$ cat config.mk
export PLATFORM = sky130hd
export DESIGN_NAME = instruction_fetch
export DESIGN_NICKNAME = d
export VERILOG_FILES = /design/src/rtl/instruction_fetch_pkg.sv /design/src/rtl/instruction_fetch_fetch_buffer.sv /design/src/rtl/instruction_fetch.sv
export SDC_FILE = /design/constraint.sdc
export NUM_CORES = 1
export LEC_CHECK = 0
export CORE_ASPECT_RATIO = 1.25
export CORE_UTILIZATION = 35
export DETAILED_ROUTE_END_ITERATION = 8
export PLACE_DENSITY = 0.66
export SYNTH_ARGS = -nofsm -noshare
export SYNTH_HDL_FRONTEND = slang
export SYNTH_SLANG_ARGS = --single-unit
export TNS_END_PERCENT = 10
$ cat constraint.sdc
create_clock -name clk -period 4.08 [get_ports clk]
set_input_delay 0.408 -clock clk [delete_from_list [all_inputs] [get_ports clk]]
set_output_delay 0.408 -clock clk [all_outputs]
set_load 0.05 [all_outputs]
$ cat src/rtl/instruction_fetch_pkg.sv
// Shared definitions for the limb pipeline fetch stage.
package instruction_fetch_pkg;

  localparam int unsigned INSTR_W = 32;
  localparam int unsigned ADDR_W  = 32;

  // ARM-style "always" condition code and the NOP body (MOV-hint encoding).
  localparam logic [3:0]         COND_AL   = 4'hE;
  localparam logic [27:0]        NOP_BODY  = 28'h320_F000;
  localparam logic [INSTR_W-1:0] NOP_INSTR = {COND_AL, NOP_BODY};

  // One prefetch buffer entry: the word address and the word fetched from it.
  typedef struct packed {
    logic [ADDR_W-1:0]  pc;
    logic [INSTR_W-1:0] instr;
  } fetch_entry_t;

  // Force an address onto a word boundary.
  function automatic logic [ADDR_W-1:0] word_align(input logic [ADDR_W-1:0] addr);
    return addr & ~ADDR_W'(3);
  endfunction

endpackage

$ cat src/rtl/instruction_fetch_fetch_buffer.sv
// Synchronous prefetch FIFO holding {pc, instr} pairs between the
// instruction-memory handshake and the decode-facing output register.
module fetch_buffer
  import instruction_fetch_pkg::*;
#(
  parameter int unsigned DEPTH = 4,
  localparam int unsigned AW   = (DEPTH > 1) ? $clog2(DEPTH) : 1,
  localparam int unsigned CW   = $clog2(DEPTH) + 1
) (
  input  logic          clk,
  input  logic          rst_n,
  input  logic          push,
  input  fetch_entry_t  push_data,
  input  logic          pop,
  input  logic          flush,
  output fetch_entry_t  pop_data,
  output logic [CW-1:0] count,
  output logic          empty,
  output logic          full
);

  fetch_entry_t  mem [DEPTH];
  logic [AW-1:0] wr_ptr;
  logic [AW-1:0] rd_ptr;
  logic          do_push;
  logic          do_pop;

  // Qualify requests; flush discards everything including a same-cycle push.
  always_comb begin
    do_push = push && !full && !flush;
    do_pop  = pop && !empty && !flush;
  end

  // Pointer and occupancy bookkeeping; DEPTH is a power of two so pointers wrap naturally.
  always_ff @(posedge clk or negedge rst_n) begin
    if (!rst_n) begin
      wr_ptr <= '0;
      rd_ptr <= '0;
      count  <= '0;
    end else if (flush) begin
      wr_ptr <= '0;
      rd_ptr <= '0;
      count  <= '0;
    end else begin
      if (do_push) wr_ptr <= wr_ptr + AW'(1);
      if (do_pop)  rd_ptr <= rd_ptr + AW'(1);
      count <= count + CW'(do_push) - CW'(do_pop);
    end
  end

  // Entry storage; contents are only ever read while count says they are valid.
  always_ff @(posedge clk) begin
    if (do_push) mem[wr_ptr] <= push_data;
  end

  assign pop_data = mem[rd_ptr];
  assign empty    = (count == '0);
  assign full     = (count == CW'(DEPTH));

endmodule

$ cat src/rtl/instruction_fetch.sv
// Fetch stage: issues one-at-a-time word requests to instruction memory,
// buffers returned words and hands one instruction per cycle to decode.
// Branch redirects flush the buffer and drop a request already in flight.
module instruction_fetch
  import instruction_fetch_pkg::*;
#(
  parameter logic [31:0] RESET_VECTOR = 32'h0000_0000,
  parameter int unsigned DEPTH        = 4
) (
  input  logic        clk,
  input  logic        rst_n,
  output logic        imem_req_o,
  output logic [31:0] imem_addr_o,
  input  logic        imem_ack_i,
  input  logic [31:0] imem_data_i,
  input  logic        stall_i,
  input  logic        branch_i,
  input  logic [31:0] branch_target_i,
  output logic [31:0] instr_o,
  output logic        instr_valid_o,
  output logic [31:0] pc_o
);

  localparam int unsigned CW = $clog2(DEPTH) + 1;

  logic [31:0]   fetch_pc;
  logic [31:0]   fetch_pc_next;
  logic [31:0]   branch_pc;
  logic          discard;
  logic          ack_fire;
  logic          held;
  logic          push;
  logic          pop;
  logic          req_next;
  logic [CW-1:0] count_next;
  fetch_entry_t  push_entry;
  fetch_entry_t  pop_entry;
  logic [CW-1:0] buf_count;
  logic          buf_empty;
  logic          buf_full;

  // Handshake decode and look-ahead occupancy used to decide the next request.
  always_comb begin
    ack_fire         = imem_req_o && imem_ack_i;
    held             = imem_req_o && !imem_ack_i;
    push             = ack_fire && !discard && !branch_i;
    pop              = !branch_i && !stall_i && !buf_empty;
    count_next       = branch_i ? '0 : buf_count + CW'(push) - CW'(pop);
    req_next         = (count_next < CW'(DEPTH));
    fetch_pc_next    = (ack_fire && !discard) ? fetch_pc + 32'd4 : fetch_pc;
    branch_pc        = word_align(branch_target_i);
    push_entry       = '0;
    push_entry.pc    = imem_addr_o;
    push_entry.instr = imem_data_i;
  end

  fetch_buffer #(
    .DEPTH (DEPTH)
  ) u_fetch_buffer (
    .clk       (clk),
    .rst_n     (rst_n),
    .push      (push),
    .push_data (push_entry),
    .pop       (pop),
    .flush     (branch_i),
    .pop_data  (pop_entry),
    .count     (buf_count),
    .empty     (buf_empty),
    .full      (buf_full)
  );

  // Request side. fetch_pc is the next address to fetch; imem_addr_o only
  // diverges from it while a pre-branch request is still waiting to be
  // acked and discarded. The request is re-evaluated every cycle it is not
  // held, so zero-wait memory sustains one fetch per cycle.
  always_ff @(posedge clk or negedge rst_n) begin
    if (!rst_n) begin
      imem_req_o  <= 1'b0;
      imem_addr_o <= RESET_VECTOR;
      fetch_pc    <= RESET_VECTOR;
      discard     <= 1'b0;
    end else if (branch_i) begin
      fetch_pc <= branch_pc;
      if (held) begin
        discard <= 1'b1;
      end else begin
        discard     <= 1'b0;
        imem_req_o  <= 1'b1;
        imem_addr_o <= branch_pc;
      end
    end else if (!held) begin
      fetch_pc    <= fetch_pc_next;
      imem_addr_o <= fetch_pc_next;
      imem_req_o  <= req_next;
      discard     <= 1'b0;
    end
  end

  // Decode-facing output register: flush beats stall, stall holds, otherwise pop or bubble.
  always_ff @(posedge clk or negedge rst_n) begin
    if (!rst_n) begin
      instr_o       <= NOP_INSTR;
      instr_valid_o <= 1'b0;
      pc_o          <= RESET_VECTOR;
    end else if (branch_i) begin
      instr_o       <= NOP_INSTR;
      instr_valid_o <= 1'b0;
      pc_o          <= branch_pc;
    end else if (!stall_i) begin
      if (!buf_empty) begin
        instr_o       <= pop_entry.instr;
        instr_valid_o <= 1'b1;
        pc_o          <= pop_entry.pc;
      end else begin
        instr_o       <= NOP_INSTR;
        instr_valid_o <= 1'b0;
      end
    end
  end

  // The request throttle must keep the buffer from ever overflowing.
  a_no_overflow : assert property (@(posedge clk) disable iff (!rst_n)
    !(push && buf_full));

  // A request waiting for ack keeps its request and address.
  a_req_held : assert property (@(posedge clk) disable iff (!rst_n)
    (imem_req_o && !imem_ack_i) |=> (imem_req_o && $stable(imem_addr_o)));

endmodule
==> results.ini, run 1 <==
[synthesis]
avgSynthCellArea_um2=16.6
synth_area_leader_cell=edfxtp_1
netlist.area_leader.share=0.501
yosys_warnings=0
async_flop_share=0.350
synth_cells=928
yosysSeqAreaShare=0.726
synth.ff_latch_count=394
netlist_top_cells_area=edfxtp_1 50%, dfrtp_1 21%, mux4_2 9.4%, nand2_1 2.4%, nor2_1 1.8%
synth_ff_type=edfxtp_1
synth_cell_types=57
synth_edf_count=256
syn-num-nets=1007
netlist_area_mm2=0.0154

[placed_design]
post-dp-hpwl_um=23300
placedInstanceArea_mm2=0.0177
gp_congestion=0.760
place.port_buffers=164

[route]
via_per_inst=5.11
drtAntennaViolNets=0
vias=8730
drtPass1Iterations=4
routed_wl_um=36800
drc_errors=0
routedWlPerCell_um=21.5
first_iter_violations=501

[global_routing]
first_global_vias=9337
antenna_found_initial=0
grt_overflow_total=0
grt_max_degree=86
grt_pass1_wl_um=56600
grt_use_total=0.168

[flow_run]
maxCapViolCount=0

[worst_setup_path]
crit_chain=nor3_1 -> nor2_2 -> nand2_1 -> buf_4 -> inv_1 -> buf_4 -> ha_1 -> inv_1 -> ha_1 -> inv_1 -> fa_1 -> xnor2_1 -> nor2_1
critPathKind=reg -> reg
slowest_stage=dfrtp_1
max_stage_delay_ps=440
crit_top_cell=inv_1
worst-path-max-fanout=23
cp.required_ps=4480
endpoint_kind=register
arrival_ps=3020
startpoint_type=register

[cells_and_area]
final_common_cell=edfxtp_1
layout-drive-gt1-share=0.171
final_cell_mix=256 x edfxtp_1, 163 x clkdlybuf4s50_1, 126 x dfrtp_1, 100 x nand2_1, 73 x nor2_1
synthToLayoutAreaGrowth_pct=24.7
nNetsFinal=1192
diodes=0
design_area_mm2=0.0191

[sta]
clock_skew_ps=27.9
rsz0062_at_grt=false
slew_viol_final=0
setup_tns_ps=0
tightest_slew_ps=1180
maxSlewHeadroom=0.208
max_freq_ghz=0.382
finalHoldViolations=0
period_needed_ps=2620
final_min_period_over_clock_period=0.642
setup_violations=0

[pwr]
share_seq_of_total_power=0.434
internal-power_mw=8.42
power_frac_comb=0.251
swShare=0.315
powerDensity_mw_per_mm2=642
switchingPower_mw=3.87
ir_drop_uv=427
clock_power_share=0.315
power.leakage_nw=6.74

[clock_tree]
htree_levels=2
clock_sink_count=394
clk_latency_ps=540
cts_tree=built
cts_root_buf=clkbuf_16
path_clk_slew_ps=60
cts_buffer_depth=3
numCtsBuffers=40

[outcome]
outcome=complete, no violations

[floorplanning]
initial_core_util=0.356
die_area_mm2=0.0447
dieHeight_um=236
design.core.area_mm2=0.0432
die_width_um=189
io_pins=167
num_rows=85

[worst_hold_path]
hold_class=in -> async

==> cells by family (layout without fill, tap and decap cells) <==
family,count (synthesis),in the layout,synth area share
AO/OA/AOI/OAI,121,121,0.0584
XOR/XNOR,28,28,0.0160
flip-flops,394,394,0.726
AND/OR/NAND/NOR,243,243,0.0734
buffers and inverters,62,279,0.0192
multiplexers,70,70,0.0982
adder cells (fa/ha/maj),10,10,0.00864
==> power by group through the flow <==
stage | combinational (mW) | sequential, mW | clock, mW
6_report | 3.08 | 5.33 | 3.88
3_3_place_gp | 3.09 | 5.40 | 0
3_5_place_dp | 3.12 | 5.43 | 0
4_1_cts | 3.13 | 5.35 | 3.96
5_1_grt | 3.29 | 5.42 | 4.09
2_1_floorplan | 1.34 | 6.03 | 0
==> critical path: cells and delay by family, from the launching register on <==
family	cells	cell delay, ps
adder cells (fa/ha/maj)	3	810
buffers and inverters	5	610
AND/OR/NAND/NOR	4	480
flip-flops	1	440
XOR/XNOR	1	160
==> final cells by class <==
cell class	count	area, um^2
clock buffer	54	1140
timing repair buffer	192	1890
inverter	13	48.8
multi-input combinational	472	3930
sequential	394	11200
clock inverter	20	265
fill	3866	24000
tap	565	707
==> routing by layer <==
metal / up-vias / GRT usage / wire (um)
li1: 3943 / - / -
met1: 4512 / 0.215 / 15300
met2: 223 / 0.289 / 18900
met3: 52 / 0.0327 / 1890
met4: 0 / 0.0447 / 751
met5: - / 0 / 0
==> sequential cells by signal, summed over array words and instances, names as in the netlist <==
name	count
u_fetch_buffer.rd_ptr	2
pc_o	32
instr_valid_o	1
fetch_pc	32
imem_req_o	1
discard	1
u_fetch_buffer.wr_ptr	2
u_fetch_buffer.mem	256
instr_o	32
u_fetch_buffer.count	3
imem_addr_o	32
==> synthesized netlist by cell type (3+ instances only) <==
library cell	instances
o22a_1	10
a21oi_1	22
buf_1	7
xnor2_1	11
a22o_1	23
ha_1	9
buf_2	6
o31ai_1	8
clkbuf_1	30
nor3_1	5
edfxtp_1	256
and2_1	5
a31oi_1	31
dfrtp_1	128
o21ai_0	3
nand3_1	13
xor2_1	17
nor2_1	74
mux4_2	64
a221oi_1	9
and3_1	6
dfstp_2	10
nand4_1	11
a221oi_2	3
mux2_2	5
clkbuf_8	5
inv_1	13
nor2b_1	8
nand2_1	100
and4_1	4
==> timing repair <==
action | CTS | global route
hold endpoints to repair | 31 | 0
gates resized for setup | 0 | 0
buffers inserted | 0 | 0
hold buffers | 1 | 0
==> worst paths after layout <==
| path | start | end | slack (ps) | depth (start not counted) |
|---|---|---|---|---|
| hold reg to reg | instr_o[10] | instr_o[10] | 510 | 1 |
| setup reg to reg | u_fetch_buffer.count[1] | u_fetch_buffer.count[2] | 1460 | 13 |
| max in group asynchronous | rst_n | imem_addr_o[25] | 2520 | 3 |
| min in group clk | imem_data_i[4] | u_fetch_buffer.mem[1][4] | 510 | 1 |
| setup / recovery | u_fetch_buffer.count[1] | u_fetch_buffer.count[2] | 1460 | 13 |
| hold / removal | rst_n | instr_o[1] | 480 | 2 |
==> metrics by stage <==
| step | utilization | worst slack [ps] | hold slack, ps | std cells | total power, mW |
|---|---|---|---|---|---|
| after CTS | 0.443 | 1410 | 480 | 1710 | 12.4 |
| after global placement | 0.411 | 1000 | 493 | 1635 | 8.49 |
| after floorplan | - | 596 | 112 | 928 | 7.36 |
| after detailed placement | 0.411 | 945 | 490 | 1635 | 8.55 |
| final | 0.443 | 1460 | 481 | 1710 | 12.3 |
| after global routing | 0.443 | 1250 | 507 | 1710 | 12.8 |
Power figures use the tool's default switching activity.
==> run 2: changes to the inputs <==
Settings changed: PLACE_DENSITY 0.66 to 0.68.
Clock period 4.08 ns to 2.2 ns, I/O delays scaled along.
==> run 2 against run 1 <==
  * Combinational power up 100%
  * Largest power group unchanged
  * Clock power up 71%
  * Global-route usage up 0.073 points
  * Flip-flop and latch count unchanged
  * Sequential share of layout area down 1.2 points
  * Sequential power up 82%
  * Utilization up 0.97 points
  * Power up 83%
  * Non-clock buffer count up 41
  * First-iteration DRC count down 5.8%
  * Via count up 1.7%
  * Worst hold slack worse by 230 ps
==> results.ini, run 2 (synthesis results as in run 1) <==
[clock_tree]
clock_sink_count=394
cts_tree=built
numCtsBuffers=41
cts_buffer_depth=3
htree_levels=2
cts_root_buf=clkbuf_16
path_clk_slew_ps=60
cts_setup_buffers=0
clk_latency_ps=540

[floorplanning]
die_area_mm2=0.0447
dieHeight_um=236
design.core.area_mm2=0.0432
num_rows=85
die_width_um=189
initial_core_util=0.356
io_pins=167

[worst_setup_path]
arrival_ps=1910
startpoint_type=register
reg2reg_slack_ps=180
critPathTopFamily=buffers and inverters
crit_buf_inv=1
critPathKind=reg -> out
cp.required_ps=1980
endpoint_kind=output port
worst-path-max-fanout=6
crit_chain=clkdlybuf4s50_1
slowest_stage=clkdlybuf4s50_1
max_stage_delay_ps=910

[pwr]
internal-power_mw=15.3
total_power_mw=22.5
powerDensity_mw_per_mm2=1150
share_seq_of_total_power=0.431
clock_power_share=0.295
ir_drop_uv=735
power.leakage_nw=6.94
switchingPower_mw=7.22
swShare=0.321
power_frac_comb=0.274

[cells_and_area]
seqCellArea_mm2=0.0112
nNetsFinal=1234
multiInputGateArea_mm2=0.00395
layout-drive-gt1-share=0.199
final_cell_mix=256 x edfxtp_1, 161 x clkdlybuf4s50_1, 125 x dfrtp_1, 99 x nand2_1, 73 x nor2_1
top_register=u_fetch_buffer.mem
largest_reg_flops=256
nFillCells=3889
final_common_cell=edfxtp_1
synthToLayoutAreaGrowth_pct=27.4
final_cells=1753

[flow_run]
maxCapViolCount=0

[global_routing]
grt_max_degree=87
grt_use_total=0.168
grt_overflow_total=0
first_global_vias=9409
grt_pass1_wl_um=56900
antenna_found_initial=2

[route]
routedWlPerCell_um=21.1
drc_errors=0
drtAntennaViolNets=0
vias=8878
via_per_inst=5.06
first_iter_violations=472
routed_wl_um=36900
drtPass1Iterations=4

[placed_design]
placed_cells=1676
post-dp-hpwl_um=24200
place.port_buffers=164
gp_congestion=0.855

[sta]
finalHoldViolations=0
max_freq_ghz=0.469
final_min_period_over_clock_period=0.968
tightest_slew_ps=1190
slew_viol_final=0
maxSlewHeadroom=0.205
setup_violations=0
rsz0062_at_grt=false
clock_skew_ps=21.1
period_needed_ps=2130
setup_tns_ps=0

[worst_hold_path]
hold_class=in -> async

[outcome]
outcome=complete, no violations

-- run 2: changes by cell type in the layout (fill, tap and decap cells not counted), moves of 2 or more --
cell             delta
buf_4              +26
buf_12             +17
clkbuf_1           +10
bufinv_16           -5
clkbuf_8            -5
clkbuf_16           +2
clkdlybuf4s50_1     -2
clkinv_1            -2
clkinv_4            +2
-- run 2: final timing paths --
kind,start,end,depth (start not counted)
setup / recovery,imem_addr_o[27],imem_addr_o[27],1
hold / removal,rst_n,instr_o[10],2
setup reg to reg,u_fetch_buffer.count[2],u_fetch_buffer.count[2],11
min in group clk,imem_data_i[19],u_fetch_buffer.mem[2][19],1
hold reg to reg,instr_o[1],instr_o[1],1
max in group asynchronous,rst_n,instr_o[15],3
-- run 2: worst register-to-register path, delay by kind of cell, from the launching register on --
family	cells	cell delay, ps
and+or+nand+nor	4	440
buffers and inverters	3	160
adders and majority gates	3	760
DFF	1	410
xor gates and xnor gates	1	140
-- run 2: per-layer routing --
metal,up-vias,share of wire,track usage
met1,4585,0.40,0.207
met3,62,0.049,0.0353
li1,4025,-,-
met5,-,0.00033,0
met4,2,0.027,0.0538
met2,204,0.52,0.295
-- run 2: through the flow --
step	area, um^2	hold slack (ps)	setup WS [ps]	utilization
2_1_floorplan	15400	-75.6	-7.83	-
3_3_place_gp	18300	265	-77.9	0.423
3_5_place_dp	18300	264	-70.7	0.423
4_1_cts	19600	253	31.7	0.453
5_1_grt	19600	280	0.542	0.453
6_report	19600	251	69.7	0.453
-- run 2: power by group through the flow --
stage / combinational (mW) / sequential [mW] / clock, mW
floorplan: 2.52 / 11.2 / 0
global placement: 6.22 / 9.81 / 0
detailed placement: 6.27 / 9.86 / 0
CTS: 6.30 / 9.73 / 6.81
global route: 6.62 / 9.84 / 7.08
finish: 6.17 / 9.72 / 6.64
-- run 2: timing repair --
item / in CTS / in global routing
setup endpoints to repair: 0 / 1
hold buffers: 1 / 0
resized for setup: 0 / 1
endpoints found under the hold margin: 48 / 0
-- run 2: cell type report --
class                      count  share of cell area
tap                          565              0.0361
inverter                      13             0.00249
sequential                   394               0.570
multi-input combinational    472               0.202
timing repair buffer         233               0.123
clock buffer                  61              0.0595
antenna                        1            0.000128
clock inverter                14             0.00620
==> variant 1, RTL diff (settings of run 2) <==
`DEPTH` is set to 4 in 2 places; all go to 8.
--- a/src/rtl/instruction_fetch_fetch_buffer.sv
+++ b/src/rtl/instruction_fetch_fetch_buffer.sv
@@ -5,3 +5,3 @@
 #(
-  parameter int unsigned DEPTH = 4,
+  parameter int unsigned DEPTH = 8,
   localparam int unsigned AW   = (DEPTH > 1) ? $clog2(DEPTH) : 1,
--- a/src/rtl/instruction_fetch.sv
+++ b/src/rtl/instruction_fetch.sv
@@ -7,3 +7,3 @@
   parameter logic [31:0] RESET_VECTOR = 32'h0000_0000,
-  parameter int unsigned DEPTH        = 4
+  parameter int unsigned DEPTH        = 8
 ) (
Check against the original RTL: same outputs for any inputs over 4 cycles, from zero or initial values and one cycle with rst_n low; that may be too few to reach the edited logic, so the function may still have changed.
==> variant 1 against run 2 <==
Routed wire length grew 63%. Combinational power increased by 39%. Worst setup slack worse by 0.015 ns. Sequential cell count is 259 higher. Register-to-register slack worse by 0.08 ns. Power grew 58%. Synthesized area grew 65%. Final area increased by 60%. Hold slack worse by 0.088 ns. Sequential power rose by 57%.
==> variant 1: results (changes against run 2) <==
layout cell share with drive strength beyond 1 22.7% (+2.8 points); first-pass GRT wire length 90800 µm (+60%); hpwl dp 38100 µm (+58%); Post-DP Area 29100 µm² (+59%); fraction of registers with async set/reset 21.6% (-13 points); initial antenna violation count 1 (-1); Largest register FFs 512 (+100%); DRT Pass-1 Iters 5 (+1); Synth Area in Compound Gates 3.70% (-2.1 points); Clk pin slew, worst setup/hold paths 0.06 ns (about the same); Worst-Skew Late Latency 0.59 ns (+0.05 ns); largest net degree at the start of global routing 64 (-26%); top cells by count, synth edfxtp_1 (512), nand2_1 (134), dfrtp_1 (131), mux4_2 (124), mux2i_1 (66); mux cell area share after synthesis 14.1% (+4.2 points); Post-Synth Adder-Cell Area 0.621% (-0.24 points); cell family with most CP delay buffers and inverters; Slew HR 45.5% (+25 points); Routed WL 60100 µm (+63%); gr usage total 16.5% (-0.30 points); Post-synth EDFFs 512 (+100%); sequential-to-total area share from yosys stat 74.6% (+1.9 points); vias 13.6k (+53%); Worst Skew 0.0225 ns (+0.00146 ns); Post-Synth XOR/XNOR Area 1.21% (-0.39 points); Syn Area/Cell 18.1 µm² (+9.6%); flop2flop setup slack 0.10 ns (-0.08 ns); TritonCTS buffer count 69 (+68%); Placed Cells 2542 (+52%); WHS 0.163 ns (-0.0877 ns); H-tree depth 3 (+1); synth unique cells 43 (-25%); routability cong. 0.815 (-4.8%); Detailed Route Iter0 Violations 948 (+100%); ranking of synthesized cells by area edfxtp_1 (61%), dfrtp_1 (13%), mux4_2 (11%); drt via density 5.10 (+0.65%); Synth Net Count 1480 (+47%); Nets 1743 (+41%); Critical Path Fanout Max 2 (-4); status finished clean
[variant 1: cell count changes in the layout (fill, tap and decap cells not counted), moves of 31 or more]
cell             before  now
o21ai_0               3   38
edfxtp_1            256  512
mux4_2               64  124
nand2_1              99  132
mux2i_1               1   66
buf_4                50   81
o21ai_1               0   50
clkdlybuf4s50_1     161  120
[variant 1: what timing repair did]
action,CTS,global route
hold buffers,1,0
setup endpoints to repair,29,7
endpoints found under the hold margin,65,0
resized for setup,32,7
cloned,0,0
pin swaps,0,1
[variant 1: layer usage]
metal | vias to the layer above | track usage (%) | routed length [µm]
met5 | - | 0 | 0
met4 | 0 | 4.73 | 1120
met3 | 56 | 2.88 | 3470
met2 | 411 | 28.6 | 30800
met1 | 7117 | 21.5 | 24700
li1 | 6031 | - | -
[variant 1: final cells by class]
type,instances,area [µm²]
clock inverter,30,298
antenna,1,2.50
sequential,653,18900
tap,952,1190
fill,6207,40500
inverter,16,60.1
timing repair buffer,262,2670
multi-input combinational,660,6230
clock buffer,97,2010
[variant 1: final timing paths]
check                                        start                       end  cells after the start
setup / recovery                       instr_o[13]               instr_o[13]                      1
hold / removal                               rst_n  u_fetch_buffer.rd_ptr[1]                      2
setup reg to reg           u_fetch_buffer.count[2]   u_fetch_buffer.count[2]                     11
hold reg to reg                         instr_o[1]                instr_o[1]                      2
max in group asynchronous                    rst_n               instr_o[13]                      3
min in group clk               branch_target_i[13]              fetch_pc[13]                      3
[variant 1: power groups by stage]
stage                     registers (mW)  clock network [mW]  logic, mW
final                               15.3                11.6       8.56
after global routing                15.4                12.3       9.17
after CTS                           15.3                11.8       8.69
after detailed placement            15.6                   0       8.71
after global placement              15.5                   0       8.63
after floorplan                     16.8                   0       4.18
[variant 1: through the flow]
stage | total power, mW | setup WS, ns
final | 35.5 | 0.0550
after global routing | 36.9 | 0.00725
after CTS | 35.9 | 0.00129
after detailed placement | 24.3 | -0.151
after global placement | 24.1 | -0.217
after floorplan | 21.0 | -1.16
[variant 1: cell families (layout without fill, tap and decap cells)]
group,Yosys count,after routing
xor+xnor,35,35
mux,200,200
simple gates,251,251
buf+inv,86,405
flops,653,653
other cells,0,1
compound gates,162,162
fa+ha+maj,12,12
==> variant 2, RTL diff (config.mk and constraints of run 2) <==
Made on the original files. Make the reset (`rst_n`) synchronous in 3 clocked blocks.
--- a/src/rtl/instruction_fetch_fetch_buffer.sv
+++ b/src/rtl/instruction_fetch_fetch_buffer.sv
@@ -34,3 +34,3 @@
   // Pointer and occupancy bookkeeping; DEPTH is a power of two so pointers wrap naturally.
-  always_ff @(posedge clk or negedge rst_n) begin
+  always_ff @(posedge clk) begin
     if (!rst_n) begin
--- a/src/rtl/instruction_fetch.sv
+++ b/src/rtl/instruction_fetch.sv
@@ -75,3 +75,3 @@
   // held, so zero-wait memory sustains one fetch per cycle.
-  always_ff @(posedge clk or negedge rst_n) begin
+  always_ff @(posedge clk) begin
     if (!rst_n) begin
@@ -99,3 +99,3 @@
   // Decode-facing output register: flush beats stall, stall holds, otherwise pop or bubble.
-  always_ff @(posedge clk or negedge rst_n) begin
+  always_ff @(posedge clk) begin
     if (!rst_n) begin
Function: differs if rst_n is asserted again (counterexample within 4 cycles, from zero or initial values and one cycle with rst_n low); with rst_n held inactive, the same outputs for 4 cycles.
==> variant 2 against run 2 <==
Sequential cell count fell by 12. Routed wire length shrank 1.3%. Worst setup slack lost 0.0052 ns. Final area decreased by 5.1%. Hold slack improved by 0.039 ns. Sequential share of layout area decreased by 2.5 points. Synthesized area fell by 5.1%. Critical path type unchanged.
Power is not compared: it rests on default switching activity, and its combinational part moved more than twofold at a synthesized area within 25%.
==> variant 2: results (changes against run 2) <==
status finished clean; layout cell share with drive strength beyond 1 15.8% (-4.1 points); TritonCTS buffer count 39 (-4.9%); origin of the critical flop-to-flop path u_fetch_buffer.count[2]; gr usage total 17.4% (+0.56 points); largest net degree at the start of global routing 48 (-45%); Critical Path Max Stage Delay 0.88 ns (-0.03 ns); ranking of synthesized cells by area edfxtp_1 (51%), dfxtp_1 (18%), mux4_2 (9.6%); Routed wire per std cell 20.5 µm (-2.6%); initial antenna violation count 0 (-2); top cells by count, synth edfxtp_1 (248), dfxtp_1 (134), nand2_1 (117), nor2_1 (66), mux4_2 (62); launch point of the worst path imem_addr_o[28]; sequential-to-total area share from yosys stat 69.5% (-3.1 points); first-pass GRT wire length 55200 µm (-2.9%); HP Start branch_i; hpwl dp 23800 µm (-1.7%); Slew HR 38.8% (+18 points); Post-synth EDFFs 248 (-3.1%); routability cong. 0.873 (+2.1%); DRT Pass-1 Iters 5 (+1); Hold WC Path Type in2reg; drt via density 5.14 (+1.6%); number of port buffers 160 (-2.4%); antenna diode count 0 (-1); Detailed Route Iter0 Violations 682 (+44%); vias in the first global route 9440 (+0.33%); Nets 1272 (+3.1%)
-- variant 2: cell types whose count changed after synthesis, sizes merged, moves of 17 or more --
cell	before	now
a22o	23	0
a22oi	0	22
dfrtp	128	0
dfxtp	0	134
nand2	100	117
o21ai	3	34
-- variant 2: per-stage QoR --
stage                     hold slack, ns  instances  TNS [ns]  area, µm²  power [mW]
after CTS                          0.264       1775         0      18600        15.9
after floorplan                    0.319        997         0      14600        8.81
after detailed placement           0.461       1704    -10.48      17300        9.40
after global placement             0.457       1704     -5.48      17300        9.38
final                              0.289       1775         0      18600        15.8
after global routing               0.304       1775         0      18600        16.3
-- variant 2: layer usage --
layer	up-vias	part of all wire, %	GRT usage (%)	wire [µm]
met5	-	0	0	0
met4	0	3.0	6.07	1100
met3	73	7.3	4.13	2650
met2	327	51	30.1	18400
met1	4556	39	21.0	14200
li1	4174	-	-	-
-- variant 2: layout make-up --
class	count	area, µm²
Tap cell	552	691
Fill cell	3700	22600
Timing Repair Buffer	213	2240
Clock inverter	15	148
Multi-Input combinational cell	543	4190
Clock buffer	56	1110
Sequential cell	382	10100
Inverter	14	52.6
-- variant 2: cell families after synthesis --
logic type                 share of synthesized area [%]
muxes                                               10.0
other                                             0.0257
adders and majority gates                          0.910
xor gates and xnor gates                            1.44
AOI/OAI and AO/OA                                   7.02
buffers and inverters                               2.04
DFF                                                 69.5
and+or+nand+nor                                     9.05
-- variant 2: worst paths after layout --
| kind | endpoint | slack [ns] | cells past startpoint |
|---|---|---|---|
| min reg2reg | pc_o[7] | 0.46 | 2 |
| max | imem_addr_o[28] | 0.06 | 1 |
| max reg2reg | u_fetch_buffer.count[1] | 0.14 | 7 |
| min | flop | 0.29 | 5 |
